$ cat src/rtl/reg_file_mp.sv
// Multi-port register file: two combinational read ports, two clocked write ports,
// optional hard-zero R0, optional write-to-read forwarding, and a sequential clear engine.
module reg_file_mp #(
    parameter int DW      = 8,
    parameter int PW      = 4,
    parameter int ZERO_R0 = 0,
    parameter int BYPASS  = 1
) (
    input  logic          clk,
    input  logic          rst_n,
    input  logic          wrA_en,
    input  logic [PW-1:0] wrA_addr,
    input  logic [DW-1:0] wrA_dat,
    input  logic          wrB_en,
    input  logic [PW-1:0] wrB_addr,
    input  logic [DW-1:0] wrB_dat,
    input  logic [PW-1:0] rd_addrA,
    input  logic [PW-1:0] rd_addrB,
    output logic [DW-1:0] datA_out,
    output logic [DW-1:0] datB_out,
    input  logic          clr_req,
    output logic          clr_busy,
    output logic          clr_done
);

    localparam int DEPTH = 1 << PW;

    localparam logic [1:0] ST_IDLE  = 2'd0;
    localparam logic [1:0] ST_CLEAR = 2'd1;
    localparam logic [1:0] ST_DONE  = 2'd2;

    logic [1:0]    state;
    logic [PW-1:0] ptr;
    logic          clearing;

    logic [DW-1:0] core [DEPTH];
    logic [DW-1:0] nxt  [DEPTH];

    assign clearing = (state == ST_CLEAR);
    assign clr_busy = clearing;
    assign clr_done = (state == ST_DONE);

    // Post-edge value of every entry: clear of that entry > port B > port A > hold.
    always_comb begin
        for (int i = 0; i < DEPTH; i++) begin
            nxt[i] = core[i];
            if (rst_n) begin
                if (wrA_en && wrA_addr == PW'(i))
                    nxt[i] = wrA_dat;
                if (wrB_en && wrB_addr == PW'(i))
                    nxt[i] = wrB_dat;
                if (clearing && ptr == PW'(i))
                    nxt[i] = '0;
            end
            if (ZERO_R0 != 0 && i == 0)
                nxt[i] = '0;
        end
    end

    always_ff @(posedge clk or negedge rst_n) begin
        if (!rst_n) begin
            for (int i = 0; i < DEPTH; i++)
                core[i] <= '0;
        end else begin
            for (int i = 0; i < DEPTH; i++)
                core[i] <= nxt[i];
        end
    end

    // Forwarding reads see the resolved post-edge value; otherwise the stored one.
    always_comb begin
        datA_out = (BYPASS != 0) ? nxt[rd_addrA] : core[rd_addrA];
        datB_out = (BYPASS != 0) ? nxt[rd_addrB] : core[rd_addrB];
        if (ZERO_R0 != 0 && rd_addrA == '0)
            datA_out = '0;
        if (ZERO_R0 != 0 && rd_addrB == '0)
            datB_out = '0;
    end

    always_ff @(posedge clk or negedge rst_n) begin
        if (!rst_n) begin
            state <= ST_IDLE;
            ptr   <= '0;
        end else begin
            case (state)
                ST_IDLE: begin
                    if (clr_req) begin
                        state <= ST_CLEAR;
                        ptr   <= '0;
                    end
                end
                ST_CLEAR: begin
                    // ptr wraps to 0 on the same edge that leaves CLEAR
                    ptr <= ptr + PW'(1);
                    if (ptr == PW'(DEPTH - 1))
                        state <= ST_DONE;
                end
                ST_DONE: begin
                    state <= ST_IDLE;
                end
                default: begin
                    state <= ST_IDLE;
                end
            endcase
        end
    end

endmodule
$ cat config.mk
export PLATFORM = sky130hd
export DESIGN_NAME = reg_file_mp
export DESIGN_NICKNAME = d
export VERILOG_FILES = /design/src/rtl/reg_file_mp.sv
export SDC_FILE = /design/constraint.sdc
export NUM_CORES = 1
export LEC_CHECK = 0
export CAP_MARGIN = 30
export CELL_PAD_IN_SITES_DETAIL_PLACEMENT = 1
export CELL_PAD_IN_SITES_GLOBAL_PLACEMENT = 2
export CORE_MARGIN = 5
export CORE_UTILIZATION = 37
export CTS_CLUSTER_DIAMETER = 100
export CTS_CLUSTER_SIZE = 25
export DETAILED_ROUTE_END_ITERATION = 12
export PLACE_DENSITY = 0.8
export SYNTH_ARGS = -nofsm -noshare
export SYNTH_HDL_FRONTEND = slang
export SYNTH_SLANG_ARGS = --single-unit
$ cat constraint.sdc
create_clock -name clk -period 3.68 [get_ports clk]
set_input_delay 0.736 -clock clk [delete_from_list [all_inputs] [get_ports clk]]
set_output_delay 0.736 -clock clk [all_outputs]
set_load 0.1 [all_outputs]
==> results.toml, run 1 <==
[critical_path]
critPathArrivalTime_ns = 3.39
crit_type = "in2out"
cp-end-kind = "output port"
cp.required_ns = 2.94
critPathMaxFanout = 9
start_kind = "input pin"

[clock_tree]
tritoncts.num_buffers = 17
cts_max_level = 4
clockRootBuffer = "clkbuf_16"
cts.reportedPaths.clkPinSlew_ns = 0.06
clkLatencyLatePin_ns = 0.45
cts_tree = "built"
cts_max_path_buffers = 2
cts_sinks = 134
holdBufCountCts = 0

[global_routing]
grt_pass1_vias = 15000
overflow = 0
grt_max_degree = 36
antenna_found_initial = 3
grt_first_pass_wirelength_um = 96600
grtUsageTotal_pct = 39.1

[routing]
viasPerCell = 6.77
ant_nets = 0
first_pass_iters = 6
route.vias.total = 14800
drt_iter0_drc = 1961
drc = 0
wl_per_cell_um = 30.8
drt_wl_total_um = 67300

[finish]
drive_gt1_share_pct = 39.1
ff_latch_area_um2 = 3360
area_delta_synth_final_pct = 55.8
final_area_um2 = 16700
num-nets-final = 1824
multi_input_area_um2 = 7410
nFillCells = 3316

[timing]
tns_ns = -5.21
min_period_over_period_pct = 112
slew_viol_final = 0
slew_headroom_pct = 55.0
postLayoutSetupSlackWorst_ns = -0.441
timing.fmax_mhz = 243
fin_skew_ns = 0.00879
worst_pin_slew_ns = 0.674
fin_crit_ns = 4.12
rsz0062_at_grt = "yes"
hold_viol = 0
setup_viol = 16

[pwr]
peakVddDrop_uv = 312
powerDensity_nw_per_um2 = 543
p_leak_nw = 7.79
p_total_mw = 9.07

[logic_synthesis]
avgSynthCellArea_um2 = 7.72
synth_cells = 1389
ys_types = 74
synth.net_count = 1430
async_flop_share_pct = 100
synth-seq-area-share_pct = 31.3
synth_seq_cells = 134
ys_dominant_reg_cell = "dfrtp_1"
synth_edf_count = 0
ys_warn_count = 0
netlist_area_um2 = 10700

[floorplan]
ioPinCount = 55
core_area_um2 = 28600
initial_core_util_pct = 37.4
die_area_um2 = 32500
die_x_um = 180
die_h_um = 180
rows = 62

[placement]
io_buffers = 54
dp_hpwl_um = 48300
dpl_cell_area_um2 = 15000
routabilityCongestion = 1.07
pre_cts_ws_ns = -0.965

[worst_hold_path]
worstHoldPathType = "in2async"

[job]
maxCapViolCount = 0

[outcome]
status = "complete, but fails checks"
violations = "setup timing"
through the flow:
step | utilization [%] | std cells | hold WS (ns)
after floorplan | - | 1389 | 0.440
after global placement | 52.4 | 2117 | 0.488
after detailed placement | 52.4 | 2117 | 0.528
after CTS | 57.5 | 2178 | 0.263
after global routing | 58.3 | 2180 | 0.268
final | 58.3 | 2182 | 0.284
registers in the layout, summed over array words and instances (netlist names):
register  flops
ptr           4
state         2
core        128
metal layers:
layer | track usage (%) | wire (um) | vias up
met1 | 50.2 | 25600 | 7252
met5 | 0 | 20 | -
met3 | 11.4 | 8260 | 351
met4 | 21.4 | 4730 | 2
li1 | - | - | 5933
met2 | 59.3 | 28700 | 1233
final timing paths:
kind / start / end / slack, ns / depth (start not counted)
max: wrB_addr[0] / datB_out[5] / -0.44 / 11
min: rst_n / core[120] / 0.28 / 2
max reg2reg: ptr[1] / core[25] / 1.34 / 10
min reg2reg: core[76] / core[76] / 0.53 / 2
max in group asynchronous: rst_n / core[56] / 2.60 / 3
min in group clk: core[76] / core[76] / 0.53 / 2
cell families after synthesis:
logic type / Yosys count / share of synthesized area (%)
AO/OA/AOI/OAI: 547 / 34.4
flip-flops: 134 / 31.3
multiplexers: 64 / 6.74
AND/OR/NAND/NOR: 415 / 18.7
buffers and inverters: 225 / 8.42
adder cells (fa/ha/maj): 4 / 0.467
final cells by class:
| cell class | count | share of cell area (%) |
|---|---|---|
| Inverter | 107 | 2.41 |
| Clock inverter | 11 | 1.03 |
| Sequential cell | 134 | 20.1 |
| Multi-Input combinational cell | 1030 | 44.4 |
| Antenna cell | 2 | 0.0300 |
| Timing Repair Buffer | 493 | 26.5 |
| Clock buffer | 21 | 2.70 |
| Tap cell | 384 | 2.88 |
power by group:
group	switching, mW	leakage, nW	internal (mW)
combinational	2.86	5.73	2.02
sequential	0.336	1.76	1.94
clock	0.761	0.298	1.16
total	3.95	7.79	5.11
cells in the final DEF, fill, tap and decap left out, types with 6 or more instances in the layout:
cell type / Yosys / routed
buf_4: 3 / 392
dfrtp_1: 134 / 131
inv_1: 106 / 101
nand2_1: 116 / 101
o21ai_0: 122 / 96
a21oi_1: 111 / 89
nor2_1: 93 / 85
mux2i_1: 53 / 52
nand3_1: 51 / 49
buf_12: 0 / 42
nor3_1: 48 / 41
a22oi_1: 40 / 36
a211oi_1: 41 / 30
buf_6: 0 / 26
a31oi_1: 28 / 25
a22o_1: 26 / 25
o21ai_1: 9 / 25
clkdlybuf4s50_1: 0 / 22
a21oi_2: 0 / 20
and3_1: 22 / 18
o22ai_1: 18 / 17
clkbuf_16: 0 / 17
o211ai_1: 16 / 16
a2bb2oi_1: 25 / 13
nand2_2: 3 / 13
nand2b_1: 16 / 12
nor2b_1: 15 / 12
a2bb2oi_2: 0 / 12
o21ai_2: 0 / 10
nand3b_1: 10 / 10
a211oi_4: 0 / 9
a311oi_1: 14 / 9
a221oi_1: 11 / 7
or2_2: 7 / 7
a21boi_0: 6 / 6
mux4_2: 6 / 6
o32a_1: 7 / 6
nor3_2: 0 / 6
a22oi_2: 2 / 6
nor2_2: 2 / 6
critical path: stages:
cell	delay, ns
clkdlybuf4s15_2	0.27
buf_4	0.19
nor4b_2	0.31
nand2_1	0.11
nor2_2	0.26
o21ai_0	0.18
a22o_1	0.28
o211ai_1	0.29
o221ai_1	0.17
a221o_2	0.38
buf_12	0.19
cell usage after synthesis (10+ instances only):
cell type | n | area, um^2
o21ai_0 | 122 | 611
and3_1 | 22 | 138
buf_2 | 34 | 170
nand2_1 | 116 | 435
a22o_1 | 26 | 228
nor2_1 | 93 | 349
o211ai_1 | 16 | 120
a211oi_1 | 41 | 308
dfrtp_1 | 134 | 3350
nand3_1 | 51 | 255
a221oi_1 | 11 | 96.3
buf_1 | 13 | 48.8
a22oi_1 | 40 | 300
clkbuf_1 | 65 | 244
nor3_1 | 48 | 240
nand2b_1 | 16 | 100
inv_1 | 106 | 398
a31oi_1 | 28 | 175
mux2i_1 | 53 | 531
a2bb2oi_1 | 25 | 219
a311oi_1 | 14 | 123
o22ai_1 | 18 | 113
nor2b_1 | 15 | 93.8
a21oi_1 | 111 | 556
nand3b_1 | 10 | 75.1
timing repair:
item	in CTS	in global routing
resized for setup	202	56
pin swaps	57	28
setup endpoints to repair	16	16
endpoints found under the hold margin	0	0
gates cloned	2	0
buffers inserted	29	3
(Power assumes the default switching activity.)
==> run 2, diff against run 1 <==
Settings changed: ABC_AREA set to 0, CAP_MARGIN 30 to unset.
==> results of run 2 <==
No change in the layout: final DEF, timing and power equal those of run 1.
==> run 3, diff against run 2 <==
Clock period 3.68 ns to 3.88 ns, I/O delays scaled along.
==> results.toml, run 3 (synthesized netlist as in run 1, its figures left out) <==
[floorplan]
initial_core_util_pct = 37.4
die_x_um = 180
ioPinCount = 55
die_h_um = 180
die_area_um2 = 32500
core_area_um2 = 28600
rows = 62

[clock_tree]
tritoncts.num_buffers = 17
cts_max_path_buffers = 2
cts_max_level = 4
cts_sinks = 134
cts_tree = "built"
clockRootBuffer = "clkbuf_16"
cts.reportedPaths.clkPinSlew_ns = 0.06
clkLatencyLatePin_ns = 0.45

[critical_path]
cp_common_cell = "buf_4"
cp-end-kind = "output port"
worstRegToRegCells = 24
r2r_slack_ns = 0.02
start_kind = "register"
worst_path_largest_cell_delay_ns = 0.48
cp.required_ns = 3.10
path_cells = "inv_4, ha_4, nand3b_1, o32ai_4, o21ai_2, a22oi_2, buf_4, o32a_1, o221ai_2, nor4_4, buf_4, a211oi_4, buf_12"
critPathMaxFanout = 5
slowest_stage = "dfrtp_2"
crit_type = "reg2out"
r2r_start = "ptr[0]"
critPathArrivalTime_ns = 3.39
worstReg2RegEnd = "core[47]"

[routing]
drt_iter0_drc = 1771
wl_per_cell_um = 31.4
drc = 0
drt_wl_total_um = 69700
first_pass_iters = 6
ant_nets = 0
route.vias.total = 14700
viasPerCell = 6.62

[placement]
dp_hpwl_um = 49900
dp.cells = 2127
io_buffers = 54
routabilityCongestion = 0.999

[timing]
slew_headroom_pct = 55.1
worst_pin_slew_ns = 0.674
hold_viol = 0
fin_skew_ns = 0.00789
whs_ns = 0.274
fin_crit_ns = 4.16
slew_viol_final = 0
setup_viol = 16
postLayoutSetupSlackWorst_ns = -0.281
rsz0062_at_grt = "yes"
min_period_over_period_pct = 107
timing.fmax_mhz = 240

[pwr]
powerDensity_nw_per_um2 = 510
peakVddDrop_uv = 352
p_leak_nw = 8.07

[outcome]
status = "complete, but fails checks"
violations = "setup timing"

[global_routing]
overflow = 0
grt_pass1_vias = 14700
grt_max_degree = 40
antenna_found_initial = 0
grt_first_pass_wirelength_um = 97600
grtUsageTotal_pct = 39.9

[finish]
largest_register_ffs = 128
regMostFlops = "core"
n_antenna_cell = 0
drive_gt1_share_pct = 41.4
area_delta_synth_final_pct = 60.1
num-nets-final = 1862
stdcell_count = 2218
final_common_cell = "buf_4"
reg_top3 = "core x128, ptr x4, state x2"
final_cell_mix = "buf_4, dfrtp_1, nand2_1"

[worst_hold_path]
worstHoldPathType = "in2async"

[job]
maxCapViolCount = 0
==> run 3: cell types whose count changed in the layout (fill, tap and decap cells not counted), moves of 6 or more <==
cell	delta
buf_4	+26
clkdlybuf4s50_1	-6
a21oi_2	+10
a21oi_1	-10
buf_12	+8
==> run 3: worst max path at each step <==
stage | from | end | slack (ns) | cells after the start
final | ptr[0] | datB_out[7] | -0.28 | 13
after CTS | wrB_addr[2] | datA_out[1] | -0.13 | 11
after global placement | wrA_en | datB_out[7] | -0.74 | 12
after global routing | ptr[0] | datB_out[7] | -0.36 | 13
after detailed placement | wrA_addr[1] | datB_out[7] | -0.86 | 12
after floorplan | wrB_addr[2] | datA_out[2] | -0.24 | 10
==> run 3: power breakdown <==
| part | switching (mW) | internal (mW) |
|---|---|---|
| Combinational | 2.81 | 2.10 |
| Sequential | 0.332 | 1.84 |
| Clock | 0.719 | 0.956 |
| Total | 3.86 | 4.89 |
==> run 3: area by class of cell <==
type | count | area (um^2)
Clock buffer | 22 | 454
Sequential cell | 134 | 3360
Tap cell | 384 | 480
Clock inverter | 10 | 105
Inverter | 107 | 408
Timing Repair Buffer | 531 | 4840
Multi-Input combinational cell | 1030 | 7510
Fill cell | 3359 | 11500
==> run 3: through the flow <==
step / power (mW) / utilization [%] / setup TNS, ns / setup WS (ns) / instance area [um^2]
floorplan: 4.11 / - / -0.621 / -0.244 / 10900
global placement: 6.04 / 52.7 / -8.85 / -0.735 / 15100
detailed placement: 6.16 / 52.7 / -9.60 / -0.862 / 15100
CTS: 8.15 / 57.6 / -0.807 / -0.126 / 16500
global route: 9.02 / 59.9 / -3.49 / -0.363 / 17200
finish: 8.76 / 59.9 / -2.21 / -0.281 / 17200
==> run 3: critical path, delay by kind of cell, from the launching register on <==
kind	cells	cell delay, ns
simple gates	2	0.53
compound gates	6	1.11
buf+inv	4	0.65
flops	1	0.48
fa+ha+maj	1	0.14
==> run 3: per-layer routing <==
metal  global-route usage [%]  share of wire (%)  vias to the layer above
met5                        0                  0                        -
met4                     18.0                5.8                        0
met3                     9.83                 11                      257
met2                     61.2                 44                      998
met1                     53.3                 40                     7420
li1                         -                  -                     6017
==> run 3: repair_timing <==
item | 4_1_cts | 5_1_grt
hold endpoints to repair | 0 | 0
setup endpoints to repair | 16 | 17
gates resized for setup | 208 | 131
pin swaps | 39 | 65
buffers inserted | 39 | 21
cloned | 0 | 3
hold buffers | 0 | 0
